==> src/rtl/blake2_pkg.sv <==
`default_nettype none
// ============================================================================
//  Module      : blake2_pkg
//  Description : Shared types and constants for the BLAKE2s block sequencing
//                controller and the byte-serial host I/O front end.
//  Revision    : 1.0 - initial release
// ============================================================================
package blake2_pkg;

    // Block size, maximum digest length and maximum key length in bytes
    localparam int BB     = 64;
    localparam int NN_MAX = 32;
    localparam int KK_MAX = 32;

    // Controller state encoding
    typedef enum logic [2:0] {
        ST_IDLE = 3'd0,
        ST_INIT = 3'd1,
        ST_FILL = 3'd2,
        ST_PAD  = 3'd3,
        ST_COMP = 3'd4,
        ST_OUT  = 3'd5
    } state_t;

    // Host command encodings decoded by the I/O front end
    localparam logic [1:0] CMD_NOP  = 2'd0;
    localparam logic [1:0] CMD_CFG  = 2'd1;
    localparam logic [1:0] CMD_DATA = 2'd2;
    localparam logic [1:0] CMD_HASH = 2'd3;

    // A configuration the datapath cannot honour: empty or oversize digest,
    // or a key longer than the BLAKE2s limit
    function automatic logic cfg_bad(input logic [7:0] kk,
                                     input logic [7:0] nn,
                                     input logic [7:0] nn_max);
        return (nn == 8'd0) || (nn > nn_max) || (kk > 8'(KK_MAX));
    endfunction

endpackage
`default_nettype wire

==> src/rtl/blake2_digest_ser.sv <==
`default_nettype none
// ============================================================================
//  Module      : blake2_digest_ser
//  Description : Serialises nn digest bytes out of the hash state h. Started
//                by a one-cycle pulse; reports completion with the finished
//                pulse that accompanies the last byte.
//  Revision    : 1.0 - initial release
// ============================================================================
module blake2_digest_ser #(
    parameter int NN_MAX = 32
) (
    input  logic       clk,
    input  logic       nreset,
    input  logic       start_i,
    input  logic [7:0] nn_i,
    output logic [4:0] rd_idx_o,
    input  logic [7:0] hash_byte_i,
    output logic       hash_v_o,
    output logic [7:0] hash_o,
    output logic       finished_o,
    output logic       done_o
);

    logic       r_active;
    logic [5:0] r_cnt;
    logic       r_fin;
    logic       w_last;

    // The last byte is the nn-th one; clamped at NN_MAX so a bad nn can
    // never make the read address run past the state
    assign w_last = (({2'b00, r_cnt} + 8'd1) >= nn_i) ||
                    (r_cnt == 6'(NN_MAX - 1));

    assign rd_idx_o   = r_cnt[4:0];
    assign finished_o = r_fin;
    assign done_o     = r_fin;

    // Address counter walks h; the read byte is registered one cycle later
    always_ff @(posedge clk or negedge nreset) begin
        if (!nreset) begin
            r_active <= 1'b0;
            r_cnt    <= 6'd0;
            r_fin    <= 1'b0;
            hash_v_o <= 1'b0;
            hash_o   <= 8'h00;
        end else begin
            hash_v_o <= 1'b0;
            hash_o   <= 8'h00;
            r_fin    <= 1'b0;
            if (start_i) begin
                r_active <= 1'b1;
                r_cnt    <= 6'd0;
            end else if (r_active) begin
                hash_v_o <= 1'b1;
                hash_o   <= hash_byte_i;
                if (w_last) begin
                    r_active <= 1'b0;
                    r_fin    <= 1'b1;
                    r_cnt    <= 6'd0;
                end else begin
                    r_cnt <= r_cnt + 6'd1;
                end
            end
        end
    end

endmodule
`default_nettype wire

==> src/rtl/blake2_block_ctrl.sv <==
`default_nettype none
// ============================================================================
//  Module      : blake2_block_ctrl
//  Description : Sequencing controller between the byte-serial host front end
//                and the BLAKE2s compression datapath. Steers block-buffer
//                writes, zero-pads the final block, issues compressions with
//                the byte counter t and final flag, then streams the digest.
//                Optional protocol checking: define BLAKE2_CTRL_ERR_EN.
//  Revision    : 1.0 - initial release
// ============================================================================
module blake2_block_ctrl #(
    parameter int BB     = 64,
    parameter int NN_MAX = 32,
    parameter int T_W    = 64
) (
    input  logic           clk,
    input  logic           nreset,
    input  logic [7:0]     kk_i,
    input  logic [7:0]     nn_i,
    input  logic [63:0]    ll_i,
    input  logic           data_v_i,
    input  logic [5:0]     data_idx_i,
    input  logic           block_first_i,
    input  logic           block_last_i,
    output logic           busy_o,
    output logic           buf_we_o,
    output logic [5:0]     buf_idx_o,
    output logic           buf_zero_o,
    output logic           h_init_o,
    output logic           cmp_start_o,
    output logic [T_W-1:0] cmp_t_o,
    output logic           cmp_last_o,
    input  logic           cmp_done_i,
    output logic [4:0]     hash_rd_idx_o,
    input  logic [7:0]     hash_byte_i,
    output logic           hash_v_o,
    output logic [7:0]     hash_o,
    output logic           hash_finished_o,
    output logic           err_o
);

    import blake2_pkg::*;

    localparam logic [5:0]     c_LAST_IDX  = 6'(BB - 1);
    localparam logic [T_W-1:0] c_KEY_BLOCK = T_W'(BB);
    localparam logic [T_W-1:0] c_ONE       = T_W'(1);

    state_t         r_state;
    logic [T_W-1:0] r_t;          // bytes accepted so far (key block included)
    logic [T_W-1:0] r_target;     // total bytes the host will send
    logic [7:0]     r_nn;
    logic [5:0]     r_pad_idx;
    logic [5:0]     r_exp_idx;    // next block index the host should send
    logic           r_ser_start;

    logic [T_W-1:0] w_target_in;
    logic           w_empty_in;
    logic           w_start;
    logic           w_accept_idle;
    logic           w_accept_fill;
    logic [T_W-1:0] w_t_inc;
    logic           w_blk_end;
    logic           w_reach;
    logic           w_ser_done;

    // A keyed message is preceded by one full zero-padded key block
    assign w_target_in = T_W'(ll_i) + ((kk_i != 8'd0) ? c_KEY_BLOCK : '0);
    assign w_empty_in  = (w_target_in == '0);

    // An empty unkeyed message carries no byte, so the front end marks it
    // with first and last both high and no valid byte
    assign w_start       = block_first_i & (data_v_i | (block_last_i & w_empty_in));
    assign w_accept_idle = (r_state == ST_IDLE) & w_start & data_v_i & ~w_empty_in;
    assign w_accept_fill = (r_state == ST_FILL) & data_v_i;

    assign w_t_inc   = r_t + c_ONE;
    assign w_blk_end = (data_idx_i == c_LAST_IDX);
    assign w_reach   = (w_t_inc >= r_target);

    // Buffer write port: host bytes pass straight through, padding is zeros
    always_comb begin
        buf_we_o   = 1'b0;
        buf_idx_o  = 6'd0;
        buf_zero_o = 1'b0;
        if (w_accept_idle || w_accept_fill) begin
            buf_we_o  = 1'b1;
            buf_idx_o = data_idx_i;
        end else if (r_state == ST_PAD) begin
            buf_we_o   = 1'b1;
            buf_idx_o  = r_pad_idx;
            buf_zero_o = 1'b1;
        end
    end

    // Main sequencer with registered pulses, counter and busy flag
    always_ff @(posedge clk or negedge nreset) begin
        if (!nreset) begin
            r_state     <= ST_IDLE;
            r_t         <= '0;
            r_target    <= '0;
            r_nn        <= 8'd0;
            r_pad_idx   <= 6'd0;
            r_exp_idx   <= 6'd0;
            r_ser_start <= 1'b0;
            busy_o      <= 1'b0;
            h_init_o    <= 1'b0;
            cmp_start_o <= 1'b0;
            cmp_t_o     <= '0;
            cmp_last_o  <= 1'b0;
        end else begin
            h_init_o    <= 1'b0;
            cmp_start_o <= 1'b0;
            r_ser_start <= 1'b0;
            case (r_state)
                ST_IDLE: begin
                    if (w_start) begin
                        r_state   <= ST_INIT;
                        busy_o    <= 1'b1;
                        h_init_o  <= 1'b1;
                        r_target  <= w_target_in;
                        r_nn      <= nn_i;
                        r_t       <= w_accept_idle ? c_ONE : '0;
                        r_exp_idx <= w_accept_idle ? (data_idx_i + 6'd1) : 6'd0;
                    end
                end
                ST_INIT: begin
                    // Empty message, or a one-byte message already complete
                    if (r_t >= r_target) begin
                        r_state   <= ST_PAD;
                        r_pad_idx <= r_exp_idx;
                    end else begin
                        r_state <= ST_FILL;
                        busy_o  <= 1'b0;
                    end
                end
                ST_FILL: begin
                    if (data_v_i) begin
                        r_t       <= w_t_inc;
                        r_exp_idx <= data_idx_i + 6'd1;
                        if (w_blk_end) begin
                            r_state     <= ST_COMP;
                            busy_o      <= 1'b1;
                            cmp_start_o <= 1'b1;
                            cmp_t_o     <= w_t_inc;
                            cmp_last_o  <= w_reach;
                        end else if (w_reach) begin
                            r_state   <= ST_PAD;
                            busy_o    <= 1'b1;
                            r_pad_idx <= data_idx_i + 6'd1;
                        end
                    end
                end
                ST_PAD: begin
                    // Padding bytes are not counted in t
                    if (r_pad_idx == c_LAST_IDX) begin
                        r_state     <= ST_COMP;
                        cmp_start_o <= 1'b1;
                        cmp_t_o     <= r_t;
                        cmp_last_o  <= 1'b1;
                    end else begin
                        r_pad_idx <= r_pad_idx + 6'd1;
                    end
                end
                ST_COMP: begin
                    // Checked from the entry cycle so a same-cycle done counts
                    if (cmp_done_i) begin
                        if (cmp_last_o) begin
                            r_state     <= ST_OUT;
                            r_ser_start <= 1'b1;
                        end else begin
                            r_state <= ST_FILL;
                            busy_o  <= 1'b0;
                        end
                    end
                end
                ST_OUT: begin
                    if (w_ser_done) begin
                        r_state <= ST_IDLE;
                        busy_o  <= 1'b0;
                    end
                end
                default: begin
                    r_state <= ST_IDLE;
                    busy_o  <= 1'b0;
                end
            endcase
        end
    end

    blake2_digest_ser #(
        .NN_MAX (NN_MAX)
    ) u_digest_ser (
        .clk         (clk),
        .nreset      (nreset),
        .start_i     (r_ser_start),
        .nn_i        (r_nn),
        .rd_idx_o    (hash_rd_idx_o),
        .hash_byte_i (hash_byte_i),
        .hash_v_o    (hash_v_o),
        .hash_o      (hash_o),
        .finished_o  (hash_finished_o),
        .done_o      (w_ser_done)
    );

`ifdef BLAKE2_CTRL_ERR_EN
    logic r_err;

    // Sticky protocol error; a new message restarts it from its own config
    always_ff @(posedge clk or negedge nreset) begin
        if (!nreset) begin
            r_err <= 1'b0;
        end else begin
            case (r_state)
                ST_IDLE: begin
                    if (w_start) begin
                        r_err <= cfg_bad(kk_i, nn_i, 8'(NN_MAX));
                    end
                end
                ST_FILL: begin
                    if (data_v_i && (data_idx_i != r_exp_idx)) begin
                        r_err <= 1'b1;
                    end
                end
                default: begin
                    if (data_v_i) begin
                        r_err <= 1'b1;
                    end
                end
            endcase
        end
    end

    assign err_o = r_err;
`else
    assign err_o = 1'b0;
`endif

endmodule
`default_nettype wire

==> config.mk <==
export PLATFORM = sky130hd
export DESIGN_NAME = blake2_block_ctrl
export DESIGN_NICKNAME = d
export VERILOG_FILES = /design/src/rtl/blake2_pkg.sv /design/src/rtl/blake2_digest_ser.sv /design/src/rtl/blake2_block_ctrl.sv
export SDC_FILE = /design/constraint.sdc
export NUM_CORES = 1
export LEC_CHECK = 0
export BUFFER_PORTS_ARGS = -buffer_cell sky130_fd_sc_hd__buf_2
export CAP_MARGIN = 20
export CORE_MARGIN = 2
export CORE_UTILIZATION = 46
export DETAILED_ROUTE_END_ITERATION = 8
export HOLD_SLACK_MARGIN = 0.05
export PLACE_DENSITY = 0.65
export SETUP_SLACK_MARGIN = 0.1
export SKIP_LAST_GASP = 1
export SLEW_MARGIN = 10
export SYNTH_ARGS = -nofsm -noshare
export SYNTH_HDL_FRONTEND = slang
export SYNTH_SLANG_ARGS = --single-unit
==> constraint.sdc <==
create_clock -name clk -period 14.3 [get_ports clk]
set_clock_uncertainty 0.2 [all_clocks]
set_input_delay 0.715 -clock clk [delete_from_list [all_inputs] [get_ports clk]]
set_output_delay 0.715 -clock clk [all_outputs]
set_load 0.01 [all_outputs]
==> results of run 1 <==
sequential cells by signal (all words and copies together) (netlist names), 3 cells and up:
name	cells
cmp_t_o	64
r_t	64
r_target	64
r_nn	8
u_digest_ser.hash_o	8
r_exp_idx	6
r_pad_idx	6
u_digest_ser.r_cnt	6
r_state	3
layout make-up:
cell class | instances | area (µm²)
well taps | 468 | 586
clock inverters | 10 | 163
clock buffers | 42 | 825
fillers | 3487 | 17400
multi-input cells | 1582 | 10100
repair buffers | 204 | 1070
inverters | 92 | 345
flip-flops and latches | 237 | 5930
what timing repair did:
item,4_1_cts,5_1_grt
hold endpoints to repair,88,0
hold buffers,1,0
buffers inserted,0,0
power by group through the flow:
stage	Combinational, µW	Sequential (µW)	Clock (µW)
3_3_place_gp	893	900	0
2_1_floorplan	642	870	0
5_1_grt	1040	912	809
3_5_place_dp	912	903	0
6_report	921	894	768
4_1_cts	919	893	783
how the worst min path moves through the flow:
stage	from	end	slack (ns)	cells after the start
final	hash_byte_i[5]	u_digest_ser.hash_o[5]	0.16	2
after global routing	hash_byte_i[5]	u_digest_ser.hash_o[5]	0.15	2
after CTS	hash_byte_i[5]	u_digest_ser.hash_o[5]	0.14	2
after detailed placement	cmp_t_o[7]	cmp_t_o[7]	0.27	2
after global placement	cmp_t_o[14]	cmp_t_o[14]	0.26	2
after floorplan	nreset	busy_o	0.22	0
worst max-delay path: stages (launching register included):
cell and delay (ns):
dfrtp_1 0.51, nand3_1 0.17, or3b_2 0.60, nand4b_1 0.50
nand3b_1 0.46, nor2_1 0.43, nand4_1 0.48, or3_1 0.57
xnor2_1 0.16, ha_1 0.29, nand4_1 0.07, or3_1 0.33
nor4b_1 0.32, o21ai_0 0.23, and2_1 0.24, a31oi_1 0.32
nor2b_1 0.45, mux2_2 0.40
through the flow:
stage,instances,hold WS (ns),setup slack [ns]
after floorplan,2048,0.219,8.84
after global placement,2581,0.256,7.73
after detailed placement,2581,0.265,7.47
after CTS,2634,0.140,7.43
after global routing,2635,0.154,6.89
final,2635,0.159,7.42
cells by family (layout without fill, tap and decap cells):
kind of cell	count (synthesis)	after routing	share of synthesized area, %
AO/OA/AOI/OAI	448	448	15.9
XOR/XNOR	202	202	10.4
adder cells (fa/ha/maj)	141	141	10.4
buffers and inverters	229	348	5.59
flip-flops	237	237	35.0
multiplexers	13	13	0.834
other	1	1	0.0221
AND/OR/NAND/NOR	777	777	21.8
per-layer routing:
metal  vias to the layer above  track usage (%)  part of all wire (%)
met5                         -                0                     0
met2                       500             39.9                    43
li1                       7359                -                     -
met3                        60             3.95                   6.6
met1                      7097             38.3                    48
met4                         0             5.36                   2.0
synthesized netlist by cell type, types with 55 or more instances:
master,n,area share (%)
inv_1,91,2.0
xnor2_1,128,6.6
a21oi_1,74,2.2
a31oi_1,57,2.1
nand4_1,55,2.0
clkbuf_1,96,2.1
nor2_1,157,3.5
nand3_1,78,2.3
nand2_1,303,6.7
xor2_1,74,3.8
dfrtp_1,237,35
ha_1,141,10
o21ai_0,197,5.8
==> results.py, run 1 <==
metrics = {
    "outcome": {
        "outcome": "finished clean",
    },
    "sta": {
        "slew_headroom_pct": 28.1,
        "rsz0062_at_grt": "no",
        "clock.fmax_mhz": 145,
        "min_period_over_period_pct": 48.1,
        "layout_min_cycle_time_ns": 6.88,
        "hold_viol": 0,
        "finalSetupViolations": 0,
        "tightest_slew_ns": 1.07,
        "slew_violations": 0,
        "setup_tns_ns": 0,
    },
    "setup_path": {
        "worst-path-max-fanout": 11,
        "cp-start-kind": "flip-flop",
        "worstSetupPathType": "reg2reg",
        "reg2reg_slack_ns": 7.42,
        "timing.rr.end": "r_pad_idx[3]",
        "endpoint": "r_pad_idx[3]",
        "setup.worst_path.start": "r_t[4]",
        "arrival_ns": 7.12,
        "timing.rr.start": "r_t[4]",
        "critPathCaptureType": "flip-flop",
        "cp.required_ns": 14.54,
        "reg2reg_depth": 17,
    },
    "clock_tree": {
        "cts.sinks": 237,
        "cts_buffers": 29,
        "clk_pin_slew_ns": 0.06,
        "cts_buffer_depth": 3,
        "htreeDepth": 1,
        "cts_resized": 0,
        "clock-root-buffer": "clkbuf_16",
        "clk_latency_ns": 0.56,
        "cts_tree": "done",
    },
    "final_layout": {
        "nets": 2387,
        "final_cell_area_um2": 19000,
        "drive_above_1_share_pct": 12.7,
        "n_antenna_cell": 0,
        "final_cell_mix": "nand2_1, dfrtp_1, o21ai_0, buf_2, nor2_1",
        "layout_commonest_cell": "nand2_1",
        "utilization_pct": 52.2,
        "area_growth_syn_to_layout_pct": 12.1,
    },
    "global_route": {
        "grt_util_all_layers_pct": 25.8,
        "grt_first_pass_wirelength_um": 79500,
        "grt_start_max_net_pins": 109,
        "grt_pass1_vias": 14370,
        "antenna_found_initial": 0,
        "gr-total-overflow": 0,
    },
    "logic_synthesis": {
        "synth.avg_cell_area_um2": 8.28,
        "synthDistinctLibCells": 76,
        "syn-instance-count": 2048,
        "ys_seq_area_share_pct": 35.0,
        "synth_edf_count": 0,
        "netlist_area_um2": 17000,
        "synth_seq_cells": 237,
        "async_reset_ff_share_pct": 100,
        "synthFlopType": "dfrtp_1",
        "syn_nets": 2289,
        "ys_warn_count": 0,
    },
    "power": {
        "p_total_uw": 2580,
        "ir_drop_uv": 101,
        "power_switching_uw": 981,
        "switching_share_pct": 38.0,
        "p_per_area_nw_per_um2": 136,
        "p_leak_uw": 0.00879,
        "clockPowerShare_pct": 29.7,
        "combPwrFrac_pct": 35.6,
        "p_int_uw": 1600,
        "seq_power_share_pct": 34.6,
    },
    "run": {
        "cap_violations": 0,
    },
    "drt": {
        "vias": 15016,
        "antenna_left": 0,
        "drt_iter0_markers": 1152,
        "drt-total-wl_um": 49400,
        "wl_per_cell_um": 18.7,
        "drc_errors": 0,
        "routed_via_density": 5.70,
        "drtPass1Iterations": 5,
    },
    "floorplan": {
        "core_area_um2": 36400,
        "start_util_pct": 46.5,
        "placementRows": 70,
        "ios": 192,
        "die-area_um2": 38400,
        "die_x_um": 196,
        "fp.dieH_um": 196,
    },
    "placement": {
        "dpl_cell_area_um2": 18000,
        "place.port_buffers": 190,
        "gp_congestion": 0.927,
        "place_hpwl_um": 36800,
    },
    "min_path": {
        "hold_path_class": "in2reg",
    },
}
(Power assumes the default switching activity.)
==> run 2, diff against run 1 <==
==> constraint.sdc (replaced) <==
create_clock -name clk -period 6.54 [get_ports clk]
set_clock_uncertainty 0.2 [all_clocks]
set_input_delay 0.327 -clock clk [delete_from_list [all_inputs] [get_ports clk]]
set_output_delay 0.327 -clock clk [all_outputs]
set_load 0.01 [all_outputs]
==> run 2 against run 1 <==
Against the previous run:
- first-iteration DRC count decreased by 3.4%
- flip-flop and latch count stayed put
- global-route usage is 0.53 points higher
- via count up 3.3%
- total power grew 120%
- critical path depth increased by 1
- non-clock buffer count is 85 higher
- combinational power up 130%
- worst hold slack lost 0.088 ns
- largest cell class unchanged
==> results.py, run 2 (synthesis results as in run 1) <==
metrics = {
    "outcome": {
        "outcome": "finished clean",
    },
    "sta": {
        "hold_viol": 0,
        "clock.fmax_mhz": 164,
        "setup_tns_ns": 0,
        "slew_violations": 0,
        "slew_headroom_pct": 35.6,
        "layout_min_cycle_time_ns": 6.10,
        "rsz0062_at_grt": "no",
        "tightest_slew_ns": 0.963,
        "fin_ws_ns": 0.441,
        "finalSetupViolations": 0,
        "min_period_over_period_pct": 93.2,
    },
    "setup_path": {
        "cp-start-kind": "flip-flop",
        "critPathCaptureType": "flip-flop",
        "reg2reg_slack_ns": 0.44,
        "endpoint": "r_pad_idx[4]",
        "setup.worst_path.start": "r_t[5]",
        "cp.required_ns": 6.78,
        "timing.rr.start": "r_t[5]",
        "timing.rr.end": "r_pad_idx[4]",
        "worstSetupPathType": "reg2reg",
        "reg2reg_depth": 18,
        "arrival_ns": 6.34,
        "worst-path-max-fanout": 8,
    },
    "final_layout": {
        "final_cell_area_um2": 19800,
        "num-fill-cells": 3448,
        "layout_commonest_cell": "nand2_1",
        "seq_area_um2": 5930,
        "n_antenna_cell": 0,
        "area_growth_syn_to_layout_pct": 16.9,
        "multiInputGateArea_um2": 10100,
        "largestRegisters": "cmp_t_o: 64 flops, r_t: 64 flops, r_target: 64 flops",
        "drive_above_1_share_pct": 12.7,
        "nets": 2471,
        "final_cell_mix": "nand2_1, dfrtp_1, o21ai_0, buf_2, nor2_1",
    },
    "floorplan": {
        "ios": 192,
        "core_area_um2": 36400,
        "die_x_um": 196,
        "die-area_um2": 38400,
        "fp.dieH_um": 196,
        "placementRows": 70,
        "start_util_pct": 46.5,
    },
    "drt": {
        "vias": 15512,
        "drtPass1Iterations": 5,
        "antenna_left": 0,
        "wl_per_cell_um": 18.6,
        "routed_via_density": 5.71,
        "drc_errors": 0,
        "drt_iter0_markers": 1113,
        "drt-total-wl_um": 50600,
    },
    "global_route": {
        "grt_start_max_net_pins": 159,
        "grt_first_pass_wirelength_um": 81300,
        "antenna_found_initial": 0,
        "grt_pass1_vias": 14939,
        "gr-total-overflow": 0,
        "grt_util_all_layers_pct": 26.4,
    },
    "run": {
        "cap_violations": 0,
    },
    "clock_tree": {
        "post_cts_buffers": 0,
        "clk_pin_slew_ns": 0.06,
        "htreeDepth": 1,
        "clk_latency_ns": 0.56,
        "clock-root-buffer": "clkbuf_16",
        "cts_tree": "done",
        "cts_buffer_depth": 3,
        "cts.sinks": 237,
        "cts_buffers": 28,
    },
    "power": {
        "p_leak_uw": 0.00914,
        "ir_drop_uv": 228,
        "p_per_area_nw_per_um2": 284,
    },
    "placement": {
        "dpl_cell_area_um2": 18100,
        "place_hpwl_um": 36900,
        "pre_cts_slack_ns": 0.488,
        "place.port_buffers": 190,
        "gp_congestion": 0.949,
    },
    "min_path": {
        "hold_path_class": "in2reg",
    },
}
[run 2: cell count changes in the layout (fill, tap and decap cells not counted), sizes merged]
cell / delta
inv: +1
clkinv: +4
dlygate4sd3: +78
clkbuf: -3
clkinvlp: -1
bufinv: -2
buf: +7
[run 2: critical path, stage by stage, from the launching register on]
cell,delay (ns)
dfrtp_1,0.50
and2_1,0.19
or3b_2,0.55
nand4b_1,0.21
buf_4,0.19
nand3b_1,0.29
nor2_1,0.43
nand4_1,0.18
or3_1,0.45
xnor2_1,0.17
ha_1,0.30
nand4_1,0.06
or3_1,0.33
nor4b_1,0.29
o21ai_0,0.24
and2_1,0.26
a31oi_1,0.28
nor2b_1,0.46
mux2_2,0.39
[run 2: layout make-up]
cell class	count	area share [%]
Multi-Input combinational cell	1582	51.0
Inverter	92	1.74
Sequential cell	237	29.9
Timing Repair Buffer	289	9.72
Clock inverter	12	0.606
Clock buffer	39	4.10
Tap cell	468	2.95
[run 2: per-stage QoR]
stage / util [%] / total power, µW / cells / hold slack, ns
finish: 54.4 / 5630 / 2719 / 0.0715
global route: 54.4 / 6020 / 2719 / 0.0953
CTS: 54.4 / 5640 / 2718 / 0.0513
detailed placement: 49.6 / 3980 / 2588 / 0.264
global placement: 49.6 / 3930 / 2588 / 0.254
floorplan: - / 3310 / 2048 / -0.169
[run 2: how the worst min path moves through the flow]
| stage | depth (start not counted) | start | endpoint |
|---|---|---|---|
| 2_1_floorplan | 0 | nreset | busy_o |
| 3_3_place_gp | 1 | nreset | cmp_t_o[24] |
| 3_5_place_dp | 1 | nreset | cmp_t_o[24] |
| 4_1_cts | 4 | ll_i[36] | r_target[36] |
| 5_1_grt | 5 | ll_i[21] | r_target[22] |
| 6_report | 4 | ll_i[36] | r_target[36] |
[run 2: report_power, final]
group	total, µW	switching [µW]	internal [µW]
Clock	1600	653	944
Combinational	2090	1340	744
Sequential	1950	181	1770
[run 2: metal layers]
layer  GRT usage, %  wire length, µm
met5              0                0
met4           6.71             1320
met3           2.92             2910
met2           41.2            22300
met1           38.9            24100
[run 2: timing repair]
| item | 4_1_cts | 5_1_grt |
|---|---|---|
| endpoints found under the setup margin | 0 | 4 |
| resized for setup | 0 | 1 |
| hold buffers | 79 | 0 |
| endpoints found under the hold margin | 176 | 0 |
